## src/rtl/fetch_pkg.sv

```systemverilog
// Shared types and constants for the instruction-fetch stage.
// No logic; latency and backpressure are defined by the users of these types.
package fetch_pkg;

    localparam logic [31:0] FETCH_NOP = 32'h0000_0000;
    localparam logic [31:0] PC_STEP   = 32'd4;

    typedef enum logic [1:0] {
        IDLE,
        RUN,
        DRAIN
    } fetch_state_t;

    typedef struct packed {
        logic [31:0] instr;
        logic [31:0] pc_plus4;
    } fetch_entry_t;

    function automatic logic [31:0] pc_next(input logic [31:0] pc);
        return pc + PC_STEP;
    endfunction

endpackage

```

## src/rtl/if_fetch_unit_if.sv

```systemverilog
// Instruction-memory request/response bundle: fetch side is master, memory is slave.
// Requests are valid/ready; responses arrive in order with no backpressure.
interface if_fetch_unit_if;

    logic        imem_req_valid;
    logic        imem_req_ready;
    logic [31:0] imem_addr;
    logic        imem_rsp_valid;
    logic [31:0] imem_rsp_data;

    modport master (
        output imem_req_valid,
        output imem_addr,
        input  imem_req_ready,
        input  imem_rsp_valid,
        input  imem_rsp_data
    );

    modport slave (
        input  imem_req_valid,
        input  imem_addr,
        output imem_req_ready,
        output imem_rsp_valid,
        output imem_rsp_data
    );

endinterface

```

## src/rtl/fetch_resp_fifo.sv

```systemverilog
// Response buffer: DEPTH x WIDTH synchronous FIFO with flush and occupancy count.
// Latency: push visible at pop_dat next cycle; push while full / pop while empty are ignored.
module fetch_resp_fifo #(
    parameter int DEPTH = 2,
    parameter int WIDTH = 64
) (
    input  logic                       clk,
    input  logic                       rst_n,
    input  logic                       flush,
    input  logic                       push_vld,
    input  logic [WIDTH-1:0]           push_dat,
    input  logic                       pop_rdy,
    output logic                       pop_vld,
    output logic [WIDTH-1:0]           pop_dat,
    output logic [$clog2(DEPTH+1)-1:0] count
);

    localparam int              AW   = (DEPTH > 1) ? $clog2(DEPTH) : 1;
    localparam int              CW   = $clog2(DEPTH + 1);
    localparam logic [AW-1:0]   LAST = AW'(DEPTH - 1);
    localparam logic [CW-1:0]   FULL = CW'(DEPTH);

    logic [WIDTH-1:0] mem [DEPTH];
    logic [AW-1:0]    wr_ptr;
    logic [AW-1:0]    rd_ptr;
    logic [CW-1:0]    cnt_q;
    logic             do_push;
    logic             do_pop;

    function automatic logic [AW-1:0] ptr_inc(input logic [AW-1:0] p);
        return (p == LAST) ? '0 : p + 1'b1;
    endfunction

    assign do_push = push_vld && (cnt_q != FULL) && !flush;
    assign do_pop  = pop_rdy && (cnt_q != '0) && !flush;

    always_ff @(posedge clk or negedge rst_n) begin
        if (!rst_n) begin
            wr_ptr <= '0;
            rd_ptr <= '0;
            cnt_q  <= '0;
        end else if (flush) begin
            wr_ptr <= '0;
            rd_ptr <= '0;
            cnt_q  <= '0;
        end else begin
            if (do_push) wr_ptr <= ptr_inc(wr_ptr);
            if (do_pop)  rd_ptr <= ptr_inc(rd_ptr);
            cnt_q <= cnt_q + CW'(do_push) - CW'(do_pop);
        end
    end

    // Storage needs no reset: entries are only observed once cnt_q says they are valid.
    always_ff @(posedge clk) begin
        if (do_push) mem[wr_ptr] <= push_dat;
    end

    assign pop_dat = mem[rd_ptr];
    assign pop_vld = (cnt_q != '0);
    assign count   = cnt_q;

endmodule

```

## src/rtl/if_fetch_unit.sv

```systemverilog
// Instruction fetch: owns PC, issues in-order imem reads, buffers {instr, pc+4} for IF/ID.
// Latency: response -> InstrF 1 cycle; IF_Stall holds the head, full buffer blocks issue.
// FETCH_PERF_CNT_EN adds saturating bubble/discard counters.
module if_fetch_unit
    import fetch_pkg::*;
#(
    parameter logic [31:0] RESET_PC        = 32'h0000_0000,
    parameter int          MAX_OUTSTANDING = 2,
    parameter int          BUF_DEPTH       = 2
) (
    input  logic               clk,
    input  logic               rst_n,
    input  logic               IF_Stall,
    input  logic               redirect_i,
    input  logic [31:0]        redirect_pc_i,
    if_fetch_unit_if.master    imem,
    output logic [31:0]        InstrF,
    output logic [31:0]        PCPlus4F,
    output logic               fetch_valid
`ifdef FETCH_PERF_CNT_EN
    ,
    output logic [31:0]        perf_bubble_cnt,
    output logic [31:0]        perf_discard_cnt
`endif
);

    localparam int            CW      = $clog2(BUF_DEPTH + 1);
    localparam logic [CW-1:0] MAX_L   = CW'(MAX_OUTSTANDING);
    localparam logic [CW:0]   DEPTH_L = (CW + 1)'(BUF_DEPTH);

    fetch_state_t  state_q, state_d;
    logic [31:0]   pc_q;
    logic [31:0]   rsp_pc_q;
    logic [CW-1:0] out_q, out_d;
    logic [CW-1:0] buf_cnt;
    logic [CW:0]   occupancy;
    logic          issue;
    logic          req_fire;
    logic          rsp_keep;
    logic          rsp_drop;
    logic          pop_rdy;
    fetch_entry_t  rsp_entry;
    fetch_entry_t  head;

    // Buffer slots are reserved at issue time, so a returning response always fits.
    assign occupancy = {1'b0, out_q} + {1'b0, buf_cnt};
    assign issue     = (state_q == RUN) && !redirect_i && (out_q < MAX_L) && (occupancy < DEPTH_L);
    assign req_fire  = issue && imem.imem_req_ready;
    assign rsp_keep  = imem.imem_rsp_valid && (state_q == RUN) && !redirect_i;
    assign rsp_drop  = imem.imem_rsp_valid && !rsp_keep;
    assign out_d     = out_q + CW'(req_fire) - CW'(imem.imem_rsp_valid);

    assign imem.imem_req_valid = issue;
    assign imem.imem_addr      = pc_q;

    always_ff @(posedge clk or negedge rst_n) begin
        if (!rst_n) begin
            state_q  <= IDLE;
            pc_q     <= RESET_PC;
            rsp_pc_q <= RESET_PC;
            out_q    <= '0;
        end else begin
            state_q <= state_d;
            out_q   <= out_d;
            if (redirect_i) begin
                pc_q     <= redirect_pc_i;
                rsp_pc_q <= redirect_pc_i;
            end else begin
                if (req_fire) pc_q     <= pc_next(pc_q);
                if (rsp_keep) rsp_pc_q <= pc_next(rsp_pc_q);
            end
        end
    end

    always_comb begin
        state_d = state_q;
        case (state_q)
            IDLE:    state_d = RUN;
            RUN:     if (redirect_i && (out_d != '0)) state_d = DRAIN;
            DRAIN:   if (out_d == '0) state_d = RUN;
            default: state_d = IDLE;
        endcase
    end

    // rsp_pc_q tracks the address of the oldest kept request; responses return in order.
    assign rsp_entry = '{instr: imem.imem_rsp_data, pc_plus4: pc_next(rsp_pc_q)};
    assign pop_rdy   = fetch_valid && !IF_Stall && !redirect_i;

    fetch_resp_fifo #(
        .DEPTH (BUF_DEPTH),
        .WIDTH ($bits(fetch_entry_t))
    ) u_resp_fifo (
        .clk      (clk),
        .rst_n    (rst_n),
        .flush    (redirect_i),
        .push_vld (rsp_keep),
        .push_dat (rsp_entry),
        .pop_rdy  (pop_rdy),
        .pop_vld  (fetch_valid),
        .pop_dat  (head),
        .count    (buf_cnt)
    );

    assign InstrF   = fetch_valid ? head.instr    : FETCH_NOP;
    assign PCPlus4F = fetch_valid ? head.pc_plus4 : 32'h0;

`ifdef FETCH_PERF_CNT_EN
    always_ff @(posedge clk or negedge rst_n) begin
        if (!rst_n) begin
            perf_bubble_cnt  <= '0;
            perf_discard_cnt <= '0;
        end else begin
            if (!IF_Stall && !fetch_valid && (perf_bubble_cnt != '1))
                perf_bubble_cnt <= perf_bubble_cnt + 32'd1;
            if (rsp_drop && (perf_discard_cnt != '1))
                perf_discard_cnt <= perf_discard_cnt + 32'd1;
        end
    end
`else
    logic unused_drop;
    assign unused_drop = rsp_drop;
`endif

endmodule

```

## src/flat_wrapper.sv

```systemverilog
// flat-port wrapper written by rule: the top's interface ports become plain ports
module if_fetch_unit_flat import fetch_pkg::*;
#(
    parameter logic [31:0] RESET_PC        = 32'h0000_0000,
    parameter int          MAX_OUTSTANDING = 2,
    parameter int          BUF_DEPTH       = 2
)
  (clk, rst_n, IF_Stall, redirect_i, redirect_pc_i, InstrF, PCPlus4F, fetch_valid, imem_imem_req_valid, imem_imem_addr, imem_imem_req_ready, imem_imem_rsp_valid, imem_imem_rsp_data);
  if_fetch_unit_if imem_i ();
  input  logic clk;
  input  logic rst_n;
  input  logic IF_Stall;
  input  logic redirect_i;
  input  logic [31:0] redirect_pc_i;
  output logic [31:0] InstrF;
  output logic [31:0] PCPlus4F;
  output logic fetch_valid;
  output wire logic [$bits(imem_i.imem_req_valid)-1:0] imem_imem_req_valid;
  output wire logic [$bits(imem_i.imem_addr)-1:0] imem_imem_addr;
  input wire logic [$bits(imem_i.imem_req_ready)-1:0] imem_imem_req_ready;
  input wire logic [$bits(imem_i.imem_rsp_valid)-1:0] imem_imem_rsp_valid;
  input wire logic [$bits(imem_i.imem_rsp_data)-1:0] imem_imem_rsp_data;
  assign imem_imem_req_valid = imem_i.imem_req_valid;
  assign imem_imem_addr = imem_i.imem_addr;
  assign imem_i.imem_req_ready = imem_imem_req_ready;
  assign imem_i.imem_rsp_valid = imem_imem_rsp_valid;
  assign imem_i.imem_rsp_data = imem_imem_rsp_data;
  if_fetch_unit #(.RESET_PC(RESET_PC), .MAX_OUTSTANDING(MAX_OUTSTANDING), .BUF_DEPTH(BUF_DEPTH)) u_core (.clk(clk), .rst_n(rst_n), .IF_Stall(IF_Stall), .redirect_i(redirect_i), .redirect_pc_i(redirect_pc_i), .imem(imem_i), .InstrF(InstrF), .PCPlus4F(PCPlus4F), .fetch_valid(fetch_valid));
endmodule
```

## config.mk

```make
export PLATFORM = sky130hd
export DESIGN_NAME = if_fetch_unit_flat
export DESIGN_NICKNAME = d
export VERILOG_FILES = /design/src/rtl/fetch_pkg.sv /design/src/rtl/if_fetch_unit_if.sv /design/src/rtl/fetch_resp_fifo.sv /design/src/rtl/if_fetch_unit.sv /design/src/flat_wrapper.sv
export SDC_FILE = /design/constraint.sdc
export NUM_CORES = 1
export LEC_CHECK = 0
export ABC_AREA = 1
export BUFFER_PORTS_ARGS = -buffer_cell sky130_fd_sc_hd__buf_2
export CAP_MARGIN = 20
export CORE_MARGIN = 1.5
export CORE_UTILIZATION = 56
export DETAILED_ROUTE_END_ITERATION = 8
export GPL_TIMING_DRIVEN = 0
export HOLD_SLACK_MARGIN = 0.03
export PLACE_DENSITY = 0.79
export SLEW_MARGIN = 20
export SYNTH_ARGS = -nofsm -noshare
export SYNTH_HDL_FRONTEND = slang
export SYNTH_SLANG_ARGS = --single-unit
export TNS_END_PERCENT = 1
```

## constraint.sdc

```tcl
create_clock -name clk -period 6 [get_ports clk]
set_clock_uncertainty 0.05 [all_clocks]
set_input_delay 0.6 -clock clk [delete_from_list [all_inputs] [get_ports clk]]
set_output_delay 0.6 -clock clk [all_outputs]
set_load 0.01 [all_outputs]
```

# Word level (Yosys, flattened, before mapping)
# Memories as Yosys holds them, arrays and structs flattened.
# Cells that the tools add are included.
# Widths: inputs -> output; s select.
[op_classes]
mul = 0
n_bitwise = 0
muxes = 18
n_shift = 0
n_eq_ne = 5
div_mod_pow = 0
addsub = 9
reduce_logical = 24
order_cmp = 2
[op_table]
columns = ["operator", "count"]
rows = [
  ["$mux 32", 6],
  ["$add 32x3->32 const B", 2],
  ["$logic_and 1x1->1", 13],
  ["$reduce_bool 2->1", 6],
  ["$mux 1", 8],
  ["$mux 2", 3],
  ["$pmux 2 s3", 1],
  ["$add 2x1->2", 2],
  ["$logic_not 2->1", 2],
  ["$ne 2x2->1 const B", 2],
  ["$sub 2x1->2", 2],
  ["$add 2x2->3", 1],
  ["$lt 3x2->1 const B", 1],
  ["$add 1x1->1 const B", 2],
  ["$eq 2x1->1 const B", 1],
  ["$eq 2x2->1 const B", 1],
  ["$logic_not 1->1", 2],
  ["$lt 2x2->1 const B", 1],
  ["$ne 2x1->1 const B", 1],
  ["$reduce_and 2->1", 1],
]
[totals]
mem_bits_rw = 128
mem_bits_ro = 0
word_cells = 66
inputBits = 70
latchBits = 0
n_memories = 1
output_inout_bits = 98
register_bits = 72
[mem_list]
columns = ["memory", "words", "width", "read_ports", "rd_clocked_by_memory_dff", "write_ports", "line_no", "rtl"]
rows = [
  ["u_core.u_resp_fifo.mem", 2, 64, 1, 0, 1, "fetch_resp_fifo.sv:23", "logic [WIDTH-1:0] mem [DEPTH];"],
]

# Depth between registers and ports, before layout
[depth]
depth_word = 11
depth_mapped = 15
ltp_nobuf = 14

# Modules after synthesis
# From an unflattened synthesis, not the netlist that was laid out.
[hier_totals]
hier_cells = 1247
area_unflattened_um2 = 10312.4
[modules_own_cells]
columns = ["module", "instances", "area_per_inst_um2", "cells_per_inst", "seq_area_each_um2"]
rows = [
  ["if_fetch_unit", 1, 5410.2, 878, 1701.6],
  ["fetch_resp_fifo", 1, 4902.2, 369, 3943.8],
]

# Worst setup path before layout
# OpenSTA, ideal clock, no wires.
[synth_path]
path_kind = "input-to-reg"
from = "in redirect_i"
to = "mem u_core.u_resp_fifo.mem[0][0] (enable)"
setup_ns = 0.487
path_stages = 4
t_arrival_ns = 3.830
t_required_ns = 5.463
path_buffers = 1
setup_slack_ns = 1.634
path_cell_list = "buf_6 -> nor2_2 -> o21ai_0 -> nor2_1"
[synth_via]
elab_chain_len = 6
[synth_lines]
columns = ["element", "line_no", "rtl"]
rows = [
  ["start, declared", "flat_wrapper.sv:13", "input logic redirect_i;"],
  ["$logic_not 1->1 (*)", "fetch_resp_fifo.sv:34, if_fetch_unit.sv:49", ""],
  ["$logic_and 1x1->1", "if_fetch_unit.sv:49", "assign rsp_keep = imem.imem_rsp_valid && (state_q == RUN) && !redirect_i;"],
  ["$logic_and 1x1->1", "fetch_resp_fifo.sv:34", "assign do_push = push_vld && (cnt_q != FULL) && !flush;"],
  ["$logic_and 1x1->1 (*)", "fetch_resp_fifo.sv:34", ""],
  ["$mux 1 (*)", "fetch_resp_fifo.sv:55", "if (do_push) mem[wr_ptr] <= push_dat;"],
  ["$mux 1 (implied by the code) (*)", "fetch_resp_fifo.sv:55", ""],
  ["end, declared", "fetch_resp_fifo.sv:23", ""],
]
# Mark *: on every way between the ends. The rest lies on a longest branch, timed or not.

# Final worst setup path
[layout_path]
from = "reg u_core.u_resp_fifo.cnt_q[1], in the netlist u_core.u_resp_fifo.count[1]"
to = "out PCPlus4F[13]"
[layout_via]
elab_chain_len = 2
[layout_lines]
columns = ["element", "line_no", "rtl"]
rows = [
  ["start, declared", "fetch_resp_fifo.sv:26", "logic [CW-1:0] cnt_q;"],
  ["start signal, assigned", "fetch_resp_fifo.sv:49", "cnt_q <= cnt_q + CW'(do_push) - CW'(do_pop);"],
  ["$reduce_bool 2->1", "fetch_resp_fifo.sv:59", "assign pop_vld = (cnt_q != '0);"],
  ["$mux 32", "if_fetch_unit.sv:105", "assign PCPlus4F = fetch_valid ? head.pc_plus4 : 32'h0;"],
  ["end, declared", "flat_wrapper.sv:16", "output logic [31:0] PCPlus4F;"],
]
# Every way passes these cells.

==> run_results.csv <==
group,metric,value,unit
run_status,status,"finished clean",
clocking,post_cts_buffers,0,
clocking,clockRootBuffer,"clkbuf_16",
grt,antenna_found_initial,0,
clocking,clk_pin_slew,0.07,ns
min_path,hold_path_class,"in -> reg",
grt,grt_max_degree,54,
detailed_routing,avgViaCountPerCell,5.41,
placement,place.gp.congestion,0.928,
clocking,cts.sinks,200,
setup_path,critical_path.max_fanout,10,
logic_synthesis,syn_inst,1071,
final_layout,syn_to_final_growth,19.7,%
clocking,cts_resized,0,
clocking,cts_buffers,17,
power,p_leak,5.15,nW
placement,dpl_worst_slack,3.08,ns
setup_path,critPathCaptureType,"output port",
final_layout,drive_above_1_share,19.6,%
setup_path,slowest_delay,0.45,ns
detailed_routing,drc_errors,0,
setup_path,worstSetupStartpointType,"register",
logic_synthesis,syn_nets,1148,
grt,grt_remaining_overflow,0,
detailed_routing,drtAntennaViolNets,0,
timing,hold_violations,0,
die,dieArea,18100,um^2
logic_synthesis,synth_area_leaders,"edfxtp_1, dfrtp_1, nand2_1",
final_layout,final_nets,1340,
die,dieHeight,134,um
setup_path,criticalPathCategory,"reg -> out",
logic_synthesis,ys_warn_count,0,
final_layout,diodes,0,
power,p_per_area,372,nW/um^2
placement,portBuffers,166,
setup_path,slowest_stage,"buf_1",
run,max_cap_viol_count,0,
logic_synthesis,synth_area,9670,um^2
logic_synthesis,ys_types,39,
timing,finalCritPeriodShare,48.7,%
grt,grt_pass1_wl,38.7,mm
power,vdd_drop_max,0.238,mV
logic_synthesis,synthArstFlopShare,36.0,%
timing,setup_tns,0,ns
logic_synthesis,seq_area_frac_synth,58.4,%
grt,grt_usage,27.8,%
clocking,h-tree-depth,4,
grt,grt_pass1_vias,7648,
logic_synthesis,synth_edf_count,128,
setup_path,path_cells,"nor2_1 > clkbuf_1 > buf_1 > a21oi_1 > buf_2",
die,rows,47,
detailed_routing,route.vias.total,8093,
timing,maxSlewViolCount,0,
timing,fmax,342,MHz
clocking,clockBufferDepth,2,
timing,worst_slack,3.08,ns
logic_synthesis,postSynthAreaPerCell,9.03,um^2
final_layout,fillers,1310,
die,ios,168,
timing,worst_slew_pin_slew,0.879,ns
die,core,16700,um^2
die,initial_core_util,57.9,%
power,total_power,4.31,mW
clocking,clock_latency,0.44,ns
timing,rsz0062_at_grt,"no",
placement,dp_hpwl,18.0,mm
setup_path,crit_required,5.35,ns
clocking,cts_tree,"done",
detailed_routing,wl_per_cell,16.4,um
detailed_routing,first_iter_violations,538,
logic_synthesis,synth_ff_type,"edfxtp_1",
timing,finalSetupViolations,0,
detailed_routing,wirelength,24.5,mm
timing,relSlewSlack,40.8,%
detailed_routing,first_pass_iters,5,
timing,min_period,2.92,ns
die,die_w,134,um
logic_synthesis,yosys.area.top_type_share,39.8,%
logic_synthesis,synth_top_cell_by_area,"edfxtp_1",
logic_synthesis,ys_ff_latch,200,
setup_path,arrival,2.27,ns
logic make-up (layout without fill, tap and decap cells):
group | after synthesis | after routing | synth area share (%)
AOI/OAI and AO/OA | 155 | 155 | 8.68
xor gates and xnor gates | 29 | 29 | 2.86
DFF | 200 | 200 | 58.4
adders and majority gates | 7 | 7 | 0.983
and+or+nand+nor | 551 | 551 | 23.8
buffers and inverters | 129 | 334 | 5.31
metal layers:
layer / share of wire [%] / global-route usage (%) / up-vias
met3: 8.3 / 4.84 / 37
met1: 41 / 36.7 / 3793
met4: 2.1 / 9.38 / 0
li1: - / - / 3908
met5: 0 / 0 / -
met2: 49 / 46.7 / 355
area by class of cell:
class / count / area (um^2) / share of cell area (%)
Buffer: 39 / 175 / 1.51
Clock buffer: 18 / 429 / 3.71
Clock inverter: 14 / 188 / 1.62
Inverter: 90 / 338 / 2.92
Multi-Input combinational cell: 742 / 3530 / 30.5
Sequential cell: 200 / 5650 / 48.8
Tap cell: 220 / 275 / 2.38
Timing Repair Buffer: 173 / 1000 / 8.65
cell usage after synthesis, types with 12 or more instances:
cell and count:
nand2_1 384, edfxtp_1 128, a21oi_1 101, inv_1 86, nor2_1 73, dfrtp_1 72
nand3_1 39, o21ai_0 22, xor2_1 20, clkbuf_1 18, nor3_1 12
worst max-delay path: cells and delay by family (launching register included):
kind            cells  cell delay, ns
flops               1            0.44
compound gates      1            0.10
buf+inv             3            1.06
simple gates        1            0.23
cell usage in the layout (no fill, tap or decap), drive strengths merged, types with 3 or more instances in the layout:
cell,Yosys,routed
nand2,392,392
inv,90,95
xor2,23,23
clkinv,0,5
nor3,12,12
nand4,3,3
o21bai,7,7
o211ai,6,6
a31oi,5,5
edfxtp,128,128
clkbuf,18,36
buf,21,193
o21ai,24,24
nor2,90,90
o22ai,6,6
a21oi,101,101
xnor2,6,6
ha,6,6
nand3,40,40
a22oi,4,4
dfrtp,72,72
nand3b,8,8
stage by stage:
step                cells  utilization (%)  area (um^2)  hold WS, ns
finish               1496             69.3        11600        0.293
global route         1496             69.3        11600        0.280
CTS                  1496             69.3        11600        0.283
detailed placement   1463             65.6        11000        0.409
global placement     1457             64.5        10800        0.402
floorplan            1071                -         9670        0.254
flip-flops by register name, summed over array words and instances (netlist names):
register	count
u_core.imem.imem_addr	32
u_core.out_q	2
u_core.rsp_pc_q	32
u_core.state_q	2
u_core.u_resp_fifo.count	2
u_core.u_resp_fifo.mem	128
u_core.u_resp_fifo.rd_ptr	1
u_core.u_resp_fifo.wr_ptr	1
power by group:
| group | internal [mW] | switching (mW) |
|---|---|---|
| Sequential | 1.71 | 0.173 |
| Clock | 0.636 | 0.551 |
| Combinational | 0.419 | 0.814 |
| Total | 2.77 | 1.54 |
path summary, 6_finish.rpt:
path / slack (ns) / to / depth (start not counted) / from
max in group asynchronous: 4.80 / u_core.u_resp_fifo.count[1] / 3 / rst_n
hold reg to reg: 0.43 / u_core.imem.imem_addr[0] / 2 / u_core.imem.imem_addr[0]
min in group asynchronous: 0.53 / u_core.imem.imem_addr[30] / 2 / rst_n
setup / recovery: 3.08 / PCPlus4F[13] / 5 / u_core.u_resp_fifo.count[1]
setup reg to reg: 3.21 / u_core.u_resp_fifo.mem[1][43] / 7 / u_core.state_q[1]
hold / removal: 0.29 / u_core.u_resp_fifo.mem[0][55] / 1 / imem_imem_rsp_data[23]
timing repair:
item,CTS,global route
hold endpoints to repair,19,0
setup endpoints to repair,0,0
hold buffers,1,0
Power figures use the tool's default switching activity.
